===== config.mk =====
export PLATFORM = sky130hd
export DESIGN_NAME = adder_sum_accumulator
export DESIGN_NICKNAME = d
export VERILOG_FILES = /design/src/rtl/adder_acc_pkg.sv /design/src/rtl/acc_sat_add.sv /design/src/rtl/adder_sum_accumulator.sv
export SDC_FILE = /design/constraint.sdc
export NUM_CORES = 1
export LEC_CHECK = 0
export ABC_CLOCK_PERIOD_IN_PS = 2600
export CORE_UTILIZATION = 30
export CTS_CLUSTER_SIZE = 10
export DETAILED_ROUTE_END_ITERATION = 7
export MAX_ROUTING_LAYER = met4
export SKIP_LAST_GASP = 1
export SLEW_MARGIN = 20
export SYNTH_ARGS = -nofsm -noshare
export SYNTH_HDL_FRONTEND = slang
export SYNTH_SLANG_ARGS = --single-unit

===== constraint.sdc =====
create_clock -name clk -period 2.6 [get_ports clk]
set_input_delay 0.52 -clock clk [delete_from_list [all_inputs] [get_ports clk]]
set_output_delay 0.52 -clock clk [all_outputs]
set_load 0.1 [all_outputs]

===== src/rtl/adder_acc_pkg.sv =====
// Shared definitions for the adder result accumulator: FSM state type and
// the fixed widths of the incoming operand and the sample counter.
package adder_acc_pkg;

  // Operand is {cout, s} from the 4-bit full adder.
  localparam int OPND_W = 5;

  // Sample counter width; wide enough for any batch length up to 255.
  localparam int CNT_W = 8;

  // ACCUM: collecting results; DONE: presenting the batch total to the sink.
  typedef enum logic {
    ACCUM = 1'b0,
    DONE  = 1'b1
  } state_t;

endpackage : adder_acc_pkg


===== src/rtl/acc_sat_add.sv =====
// Combinational ACC_W+1-bit add of the running total and a 5-bit operand,
// with carry-out overflow detect.
// Optional feature macro: ADDER_ACC_SATURATE_EN (clamp to all-ones on overflow
// instead of wrapping).
module acc_sat_add
  import adder_acc_pkg::*;
#(
  parameter int ACC_W = 8
) (
  input  logic [ACC_W-1:0]  i_acc,
  input  logic [OPND_W-1:0] i_opnd,
  output logic [ACC_W-1:0]  o_sum,
  output logic              o_ovf
);

  logic [ACC_W:0] w_full;

  // One extra bit so the carry out of the accumulator width is observable.
  assign w_full = {1'b0, i_acc} + {{(ACC_W + 1 - OPND_W){1'b0}}, i_opnd};
  assign o_ovf  = w_full[ACC_W];

`ifdef ADDER_ACC_SATURATE_EN
  // Once clamped, any further add carries out again, so the total stays pinned.
  assign o_sum = o_ovf ? {ACC_W{1'b1}} : w_full[ACC_W-1:0];
`else
  // Keep the low bits only: the total wraps modulo 2^ACC_W.
  assign o_sum = w_full[ACC_W-1:0];
`endif

endmodule : acc_sat_add


===== src/rtl/adder_sum_accumulator.sv =====
// Accumulates COUNT adder results {cout, s} received over a valid/ready
// handshake, then presents the batch total with a sticky overflow flag until
// the sink takes it.
// Optional feature macro: ADDER_ACC_SATURATE_EN (saturating accumulate,
// implemented in acc_sat_add).
module adder_sum_accumulator
  import adder_acc_pkg::*;
#(
  parameter int ACC_W = 8,
  parameter int COUNT = 16
) (
  input  logic             clk,
  input  logic             rst,
  input  logic             in_valid,
  output logic             in_ready,
  input  logic [3:0]       s,
  input  logic             cout,
  output logic             out_valid,
  input  logic             out_ready,
  output logic [ACC_W-1:0] acc_out,
  output logic             overflow,
  output logic [CNT_W-1:0] sample_cnt
);

  state_t           r_state;
  state_t           w_state_next;
  logic [ACC_W-1:0] r_acc;
  logic [CNT_W-1:0] r_cnt;
  logic             r_ovf;

  logic [ACC_W-1:0] w_sum;
  logic             w_ovf;
  logic             w_accept;
  logic             w_handshake;
  logic             w_last;

  // Adder datapath: running total plus the current operand.
  acc_sat_add #(
    .ACC_W (ACC_W)
  ) u_add (
    .i_acc  (r_acc),
    .i_opnd ({cout, s}),
    .o_sum  (w_sum),
    .o_ovf  (w_ovf)
  );

  // The accept that closes the batch is the one seen with COUNT-1 results held.
  assign w_last      = (r_cnt == CNT_W'(COUNT - 1));
  assign w_accept    = in_valid && in_ready;
  assign w_handshake = out_valid && out_ready;

  // State register; reset always lands in ACCUM with the batch discarded.
  always_ff @(posedge clk) begin
    if (rst) begin
      r_state <= ACCUM;
    end else begin
      r_state <= w_state_next;
    end
  end

  // Next-state and handshake outputs, decoded from the registered state only.
  always_comb begin
    w_state_next = r_state;
    in_ready     = 1'b0;
    out_valid    = 1'b0;
    case (r_state)
      ACCUM: begin
        in_ready = 1'b1;
        if (in_valid && w_last) begin
          w_state_next = DONE;
        end
      end
      DONE: begin
        out_valid = 1'b1;
        if (out_ready) begin
          w_state_next = ACCUM;
        end
      end
      default: begin
        w_state_next = ACCUM;
      end
    endcase
  end

  // Accumulator, sample counter and sticky overflow; cleared when the sink
  // takes the total so the next batch starts from zero.
  always_ff @(posedge clk) begin
    if (rst) begin
      r_acc <= '0;
      r_cnt <= '0;
      r_ovf <= 1'b0;
    end else if (w_accept) begin
      r_acc <= w_sum;
      r_cnt <= r_cnt + CNT_W'(1);
      if (w_ovf) begin
        r_ovf <= 1'b1;
      end
    end else if (w_handshake) begin
      r_acc <= '0;
      r_cnt <= '0;
      r_ovf <= 1'b0;
    end
  end

  assign acc_out    = r_acc;
  assign overflow   = r_ovf;
  assign sample_cnt = r_cnt;

endmodule : adder_sum_accumulator


==> results.sh, run 1 <==
export IMPL_stdcell_count=185
export IMPL_synth_nets=128
export IMPL_grt_usage_pct=13.2
export IMPL_critPathLaunchType="input port"
export IMPL_yosysUniqueCellTypes=36
export IMPL_clk_path_buf_depth=2
export IMPL_cp_required_ns=2.84
export IMPL_io_pins=28
export IMPL_crit_chain="clkdlybuf4s50_1 > ha_1 > fa_1 > a211oi_1 > nor3_1 > or3_1 > o21ai_1"
export IMPL_ant_nets=0
export IMPL_final_common_cell="buf_4"
export IMPL_synth_area_sq_um=987
export IMPL_setup_viol=0
export IMPL_wire_per_inst_um=11.3
export IMPL_areaGrowthSynthToFinish_pct=30.3
export IMPL_utilization_pct=41.8
export IMPL_drc_errors=0
export IMPL_die_w_um=59.4
export IMPL_crit_path_end_kind="flip-flop"
export IMPL_hold_violations=0
export IMPL_path_clk_slew_ns=0.11
export IMPL_period_needed_ns=2.15
export IMPL_rsz0062_at_grt="no"
export IMPL_dp_slack_ns=0.139
export IMPL_fin_ws_ns=0.445
export IMPL_drtIter0Drc=12
export IMPL_antenna_cells=0
export IMPL_die_h_um=59.4
export IMPL_synth_avg_cell_area_sq_um=8.81
export IMPL_drt_total_wl_um=2090
export IMPL_outcome="finished, final reports clean"
export IMPL_clock_sinks=18
export IMPL_io_buffers=27
export IMPL_cp_max_fo=3
export IMPL_dpl_cell_count=181
export IMPL_powerDensity_nw_per_um2=529
export IMPL_worst_pin_slew_ns=0.403
export IMPL_max_cap_viol_count=0
export IMPL_synth_seq_area_share_pct=36.5
export IMPL_crit_arrival_ns=2.40
export IMPL_min_path_type="reg -> reg"
export IMPL_p_leak_uw=0.000553
export IMPL_post_cts_resized=0
export IMPL_antenna_found_initial=0
export IMPL_final_cell_mix="21 x buf_4, 18 x dfxtp_1, 17 x nor2_1"
export IMPL_hold_ws_ns=0.464
export IMPL_yosys_register_bits=18
export IMPL_drive_above_1_share_pct=23.4
export IMPL_drv_slew=0
export IMPL_rows=20
export IMPL_grt_pass1_vias=813
export IMPL_syn_instance_count=112
export IMPL_dieArea_sq_um=3520
export IMPL_clockRootBuffer="clkbuf_4"
export IMPL_cts_tree="done"
export IMPL_post_cts_buffers=0
export IMPL_crit_type="in -> reg"
export IMPL_vias=892
export IMPL_grt_max_degree=12
export IMPL_slowest_stage="fa_1"
export IMPL_hpwl_um=1580
export IMPL_grt_ovfl_total=0
export IMPL_insertion_delay_ns=0.30
export IMPL_yosys_warnings=0
export IMPL_slew_headroom_pct=73.1
export IMPL_htree_levels=1
export IMPL_core_region_area_sq_um=3080
export IMPL_grt_pass1_wl_um=3370
export IMPL_ys_flop_type="dfxtp_1"
export IMPL_synthArstFlopShare_pct=0
export IMPL_drtPass1Iterations=4
export IMPL_ir_drop_v=0.000264
export IMPL_max_freq_mhz=464
export IMPL_hold_buffers=0
export IMPL_gp_congestion=0.790
export IMPL_fin_crit_sh_pct=82.9
export IMPL_initial_core_util_pct=32.1
export IMPL_avgViaCountPerCell=4.82
export IMPL_finalSetupTns_ns=0
export IMPL_slowest_delay_ns=0.41
export IMPL_numCtsBuffers=3
export IMPL_finalNetCount=158
export IMPL_skew_ns=0.0106
export IMPL_synth_edf_count=0
## sequential cells by signal (all words and copies together), names as in the netlist
register    flops
overflow        1
r_state         1
acc_out         8
sample_cnt      8
## cell families after synthesis
family                   count (synthesis)  share of synthesized area [%]
adder cells (fa/ha/maj)                  7                           9.63
flip-flops                              18                           36.5
XOR/XNOR                                 2                           1.77
buffers and inverters                    7                           4.18
multiplexers                             4                           4.18
AO/OA/AOI/OAI                           26                           18.1
AND/OR/NAND/NOR                         48                           25.6
## layer usage
metal | track usage (%) | share of wire, % | vias to the layer above | wire length (um)
li1 | - | - | 464 | -
met1 | 15.6 | 47 | 406 | 978
met2 | 21.5 | 48 | 20 | 991
met3 | 3.93 | 4.8 | 2 | 101
met4 | 4.08 | 0.72 | 0 | 15
met5 | - | 0 | - | 0
## synth_stat cells, drive strengths merged, types with 2 or more instances
cell    instances  share of area [%]
a211oi          3                2.3
a21oi           5                2.5
a22oi           4                3.0
buf             3                2.7
dfxtp          18                 37
ha              6                7.6
inv             3                1.1
mux2i           3                3.0
nand2          10                3.8
nand3           6                3.0
nor2           17                6.5
nor2b           2                2.0
o211ai          4                3.0
o21ai           3                1.5
o31ai           3                2.3
o41ai           2                1.8
or2             4                2.5
## per-stage QoR
| step | total power (uW) | cell area (sq um) |
|---|---|---|
| 6_report | 681 | 1290 |
| 5_1_grt | 720 | 1290 |
| 4_1_cts | 688 | 1290 |
| 3_5_place_dp | 512 | 1250 |
| 3_3_place_gp | 511 | 1250 |
| 2_1_floorplan | 463 | 987 |
## where the power goes
group | leakage [uW] | internal, uW | switching [uW]
Sequential | 0.000146 | 288 | 11.3
Combinational | 0.000385 | 63.2 | 143
Clock | 0.0000210 | 85.4 | 90.8
## critical path: cells and delay by family
kind	cells	cell delay, ns
buffers and inverters	1	0.40
AND/OR/NAND/NOR	2	0.44
AO/OA/AOI/OAI	2	0.39
adder cells (fa/ha/maj)	2	0.64
## path summary, 6_finish.rpt
path	from	end	slack, ns	cells after the start
max reg2reg	acc_out[0]	acc_out[4]	0.76	6
max	s[0]	acc_out[4]	0.45	7
min reg2reg	overflow	overflow	0.46	2
min	overflow	overflow	0.46	2
## layout make-up
cell class              instances  area, sq um
clock buffers                   4         36.3
fillers                       318         1790
inverters                       3         11.3
multi-input cells              87          586
flip-flops and latches         18          360
well taps                      44         55.1
repair buffers                 29          238
(Power assumes the default switching activity.)
==> run 2, diff against run 1 <==
--- a/config.mk
+++ b/config.mk
@@ -5,7 +5,7 @@
 export SDC_FILE = /design/constraint.sdc
 export NUM_CORES = 1
 export LEC_CHECK = 0
-export ABC_CLOCK_PERIOD_IN_PS = 2600
+export ABC_CLOCK_PERIOD_IN_PS = 1750
 export CORE_UTILIZATION = 30
 export CTS_CLUSTER_SIZE = 10
 export DETAILED_ROUTE_END_ITERATION = 7
==> constraint.sdc (replaced) <==
create_clock -name clk -period 1.75 [get_ports clk]
set_input_delay 0.35 -clock clk [delete_from_list [all_inputs] [get_ports clk]]
set_output_delay 0.35 -clock clk [all_outputs]
set_load 0.1 [all_outputs]
==> results.sh, run 2 (synthesis gave the netlist of run 1 again) <==
export IMPL_drt_total_wl_um=2380
export IMPL_insertion_delay_ns=0.29
export IMPL_grt_max_degree=12
export IMPL_hold_buffers=0
export IMPL_crit_arrival_ns=1.97
export IMPL_io_pins=28
export IMPL_clk_path_buf_depth=2
export IMPL_outcome="finished, final reports clean"
export IMPL_drc_errors=0
export IMPL_finalSetupTns_ns=0
export IMPL_skew_ns=0.0140
export IMPL_crit_path_end_kind="flip-flop"
export IMPL_cts_tree="done"
export IMPL_cp_required_ns=1.98
export IMPL_clock_sinks=18
export IMPL_max_cap_viol_count=0
export IMPL_die_h_um=59.4
export IMPL_cp_max_fo=3
export IMPL_clockRootBuffer="clkbuf_4"
export IMPL_stdcell_area_sq_um=1680
export IMPL_grt_ovfl_total=0
export IMPL_ant_nets=0
export IMPL_rsz0062_at_grt="yes"
export IMPL_final_common_cell="buf_12"
export IMPL_period_needed_ns=1.74
export IMPL_hpwl_um=1870
export IMPL_worst_pin_slew_ns=0.379
export IMPL_dieArea_sq_um=3520
export IMPL_grt_pass1_vias=924
export IMPL_ir_drop_v=0.000438
export IMPL_grt_pass1_wl_um=3980
export IMPL_powerDensity_nw_per_um2=663
export IMPL_fin_crit_sh_pct=99.7
export IMPL_drtPass1Iterations=4
export IMPL_drtIter0Drc=24
export IMPL_drive_above_1_share_pct=40.0
export IMPL_hold_violations=0
export IMPL_max_freq_mhz=573
export IMPL_utilization_pct=54.6
export IMPL_slew_headroom_pct=74.6
export IMPL_p_leak_uw=0.000690
export IMPL_antenna_found_initial=0
export IMPL_finalPower_uw=1110
export IMPL_wire_per_inst_um=12.0
export IMPL_areaGrowthSynthToFinish_pct=70.3
export IMPL_grt_usage_pct=15.7
export IMPL_initial_core_util_pct=32.1
export IMPL_path_clk_slew_ns=0.11
export IMPL_hold_ws_ns=0.511
export IMPL_gp_congestion=0.815
export IMPL_setup_viol=0
export IMPL_die_w_um=59.4
export IMPL_vias=981
export IMPL_critPathLaunchType="flip-flop"
export IMPL_placed_area_sq_um=1610
export IMPL_core_region_area_sq_um=3080
export IMPL_avgViaCountPerCell=4.93
export IMPL_crit_type="reg -> reg"
export IMPL_drv_slew=0
export IMPL_rows=20
export IMPL_io_buffers=27
export IMPL_final_cell_mix="19 x buf_12, 17 x nor2_1, 16 x buf_4"
export IMPL_numCtsBuffers=3
export IMPL_finalNetCount=172
export IMPL_antenna_cells=0
export IMPL_min_path_type="reg -> reg"
export IMPL_htree_levels=1
## run 2: cell count changes in the layout (fill, tap and decap cells not counted), sizes merged
cell / change
clkdlybuf4s50: -1
buf: +14
dlygate4sd2: +1
## run 2: cell type report
| class | count | area [sq um] |
|---|---|---|
| Inverter | 3 | 11.3 |
| Fill cell | 272 | 1400 |
| Clock buffer | 4 | 36.3 |
| Sequential cell | 18 | 382 |
| Tap cell | 44 | 55.1 |
| Timing Repair Buffer | 43 | 579 |
| Multi-Input combinational cell | 87 | 618 |
## run 2: worst max-delay path: stages, from the launching register on
cell and delay (ns):
dfxtp_4 0.36, ha_4 0.16, fa_2 0.39, a211oi_4 0.27, nor3_2 0.09, or3_1 0.30
o21ai_1 0.13
## run 2: worst paths after layout
path	cells after the start	from	slack, ns	to
setup / recovery	6	acc_out[0]	0.005	acc_out[4]
hold / removal	2	acc_out[4]	0.51	acc_out[4]
setup reg to reg	6	acc_out[0]	0.005	acc_out[4]
hold reg to reg	2	acc_out[4]	0.51	acc_out[4]
## run 2: timing repair
| action | in CTS | in global routing |
|---|---|---|
| gates resized for setup | 2 | 1 |
| setup buffers | 1 | 2 |
| pin swaps | 2 | 3 |
| setup endpoints to repair | 3 | 2 |
## run 2: metrics by stage
step | setup WS [ns] | instances
6_report | 0.00529 | 199
5_1_grt | -0.0773 | 199
4_1_cts | 0.00273 | 197
3_5_place_dp | -0.462 | 192
3_3_place_gp | -0.427 | 192
2_1_floorplan | -0.0314 | 112
## run 2: power breakdown
part / switching [uW] / internal, uW / total (uW)
combinational: 232 / 173 / 404
sequential: 26.6 / 429 / 456
clock: 127 / 127 / 254
total: 386 / 729 / 1110
## run 2: layer usage
metal  global-route usage [%]  part of all wire (%)  vias up
met1                     19.2                    44      470
met2                     25.5                    51       18
met4                     6.46                  0.88        0
met3                     2.62                   3.3        2
li1                         -                     -      491
met5                        -                     0        -
==> run 3, diff against run 2 <==
--- a/config.mk
+++ b/config.mk
@@ -5,11 +5,12 @@
 export SDC_FILE = /design/constraint.sdc
 export NUM_CORES = 1
 export LEC_CHECK = 0
-export ABC_CLOCK_PERIOD_IN_PS = 1750
+export ABC_CLOCK_PERIOD_IN_PS = 1500
 export CORE_UTILIZATION = 30
 export CTS_CLUSTER_SIZE = 10
 export DETAILED_ROUTE_END_ITERATION = 7
 export MAX_ROUTING_LAYER = met4
+export PLACE_DENSITY = 0.55
 export SKIP_LAST_GASP = 1
 export SLEW_MARGIN = 20
 export SYNTH_ARGS = -nofsm -noshare
==> constraint.sdc (replaced) <==
create_clock -name clk -period 1.5 [get_ports clk]
set_input_delay 0.3 -clock clk [delete_from_list [all_inputs] [get_ports clk]]
set_output_delay 0.3 -clock clk [all_outputs]
set_load 0.1 [all_outputs]
==> results.sh, run 3 (synthesis gave the netlist of run 1 again) <==
export IMPL_insertion_delay_ns=0.30
export IMPL_cp_required_ns=1.74
export IMPL_areaGrowthSynthToFinish_pct=83.9
export IMPL_die_h_um=59.4
export IMPL_core_region_area_sq_um=3080
export IMPL_crit_chain="ha_4 > fa_2 > a211oi_4 > nor3_2 > or3_1 > o21ai_1"
export IMPL_outcome="complete, but fails checks"
export IMPL_ant_nets=0
export IMPL_period_needed_ns=1.70
export IMPL_drive_above_1_share_pct=48.8
export IMPL_crit_type="reg -> reg"
export IMPL_slowest_delay_ns=0.37
export IMPL_path_clk_slew_ns=0.11
export IMPL_powerDensity_nw_per_um2=751
export IMPL_grt_ovfl_total=0
export IMPL_sw_frac_of_total_pct=35.4
export IMPL_grt_busiest_layer="met2"
export IMPL_io_buffers=27
export IMPL_finalNetCount=181
export IMPL_final_common_cell="buf_4"
export IMPL_clockRootBuffer="clkbuf_4"
export IMPL_initial_core_util_pct=32.1
export IMPL_power_net_switching_uw=483
export IMPL_slew_headroom_pct=74.8
export IMPL_skew_ns=0.000929
export IMPL_die_w_um=59.4
export IMPL_power_frac_clock_pct=23.1
export IMPL_use_met3_pct=1.97
export IMPL_dieArea_sq_um=3520
export IMPL_cts_tree="done"
export IMPL_max_freq_mhz=588
export IMPL_numCtsBuffers=3
export IMPL_crit_path_end_kind="flip-flop"
export IMPL_ir_drop_v=0.000556
export IMPL_antenna_cells=0
export IMPL_crit_buf_inv=0
export IMPL_fin_ws_ns=-0.201
export IMPL_p_leak_uw=0.000750
export IMPL_grt_pass1_wl_um=4370
export IMPL_avgViaCountPerCell=4.83
export IMPL_fin_crit_sh_pct=113
export IMPL_drtPass1Iterations=4
export IMPL_crit_arrival_ns=1.94
export IMPL_p_comb_share_pct=38.2
export IMPL_grt_pass1_vias=980
export IMPL_placed_area_sq_um=1700
export IMPL_p_int_uw=880
export IMPL_drv_slew=0
export IMPL_finalSetupTns_ns=-0.524
export IMPL_vias=1004
export IMPL_drtIter0Drc=17
export IMPL_slowest_stage="dfxtp_4"
export IMPL_grt_max_degree=11
export IMPL_failed_checks="setup timing"
export IMPL_clock_sinks=18
export IMPL_critical_path_top_delay_family="adder cells"
export IMPL_grt_util_met1_pct=23.9
export IMPL_hold_buffers=0
export IMPL_hold_violations=0
export IMPL_max_cap_viol_count=0
export IMPL_min_path_type="reg -> reg"
export IMPL_rows=20
export IMPL_wire_per_inst_um=12.3
export IMPL_final_cell_mix="25 x buf_4, 19 x buf_12, 16 x nor2_1"
export IMPL_io_pins=28
export IMPL_gp_congestion=0.827
export IMPL_grt_usage_pct=17.0
export IMPL_drc_errors=0
export IMPL_cp_max_fo=3
export IMPL_setup_viol=3
export IMPL_htree_levels=1
export IMPL_clk_path_buf_depth=2
export IMPL_stdcell_area_sq_um=1820
export IMPL_gr_usage_met2_pct=25.8
export IMPL_worst_pin_slew_ns=0.378
export IMPL_rsz0062_at_grt="yes"
export IMPL_sequentialPowerShare_pct=38.7
export IMPL_hpwl_um=1970
export IMPL_drt_total_wl_um=2560
export IMPL_critPathLaunchType="flip-flop"
export IMPL_antenna_found_initial=0
run 3: cell count changes in the layout (fill, tap and decap cells not counted), moves of 2 or more:
cell             before  now
dfxtp_4               3    8
ha_4                  1    4
clkdlybuf4s50_1       7    5
buf_4                16   25
dfxtp_1               7    3
ha_1                  5    2
run 3: power groups by stage:
| stage | combinational [uW] | clock, uW | sequential (uW) |
|---|---|---|---|
| 6_report | 520 | 315 | 528 |
| 5_1_grt | 551 | 347 | 533 |
| 4_1_cts | 498 | 320 | 527 |
| 3_5_place_dp | 476 | 0 | 538 |
| 3_3_place_gp | 473 | 0 | 536 |
| 2_1_floorplan | 134 | 0 | 677 |
run 3: area by class of cell:
class,instances,area [sq um]
Fill cell,290,1260
Multi-Input combinational cell,87,666
Timing Repair Buffer,52,648
Sequential cell,18,399
Tap cell,44,55.1
Clock buffer,4,36.3
Inverter,3,11.3
run 3: worst paths after layout:
check / startpoint / endpoint / cells past startpoint / slack (ns)
worst max register to register: acc_out[0] / acc_out[4] / 6 / -0.20
worst min-delay path: acc_out[4] / acc_out[4] / 2 / 0.50
worst min register to register: acc_out[4] / acc_out[4] / 2 / 0.50
worst max-delay path: acc_out[0] / acc_out[4] / 6 / -0.20
run 3: layer usage:
| metal | part of all wire (%) | wire [um] |
|---|---|---|
| met5 | 0 | 0 |
| met4 | 1.0 | 26 |
| met3 | 4.0 | 102 |
| met2 | 47 | 1190 |
| met1 | 48 | 1240 |
run 3: through the flow:
step	hold WS [ns]	total power [uW]	util, %	worst slack, ns	cells
after floorplan	0.511	810	-	-0.281	112
after global placement	0.483	1010	55.4	-0.626	200
after detailed placement	0.490	1010	55.4	-0.650	200
after CTS	0.507	1350	57.7	-0.204	208
after global routing	0.530	1430	59.0	-0.317	208
final	0.501	1360	59.0	-0.201	208
run 3: tightest hold or removal path, cell delays in order (launching register included):
cell and delay, ns:
dfxtp_2 0.36, nand3_1 0.06, o21ai_1 0.05
run 3: repair_timing:
item / in CTS / in global routing
pin swaps: 2 / 3
buffers inserted: 4 / 0
gates cloned: 0 / 0
endpoints found under the setup margin: 6 / 6
resized for setup: 5 / 6
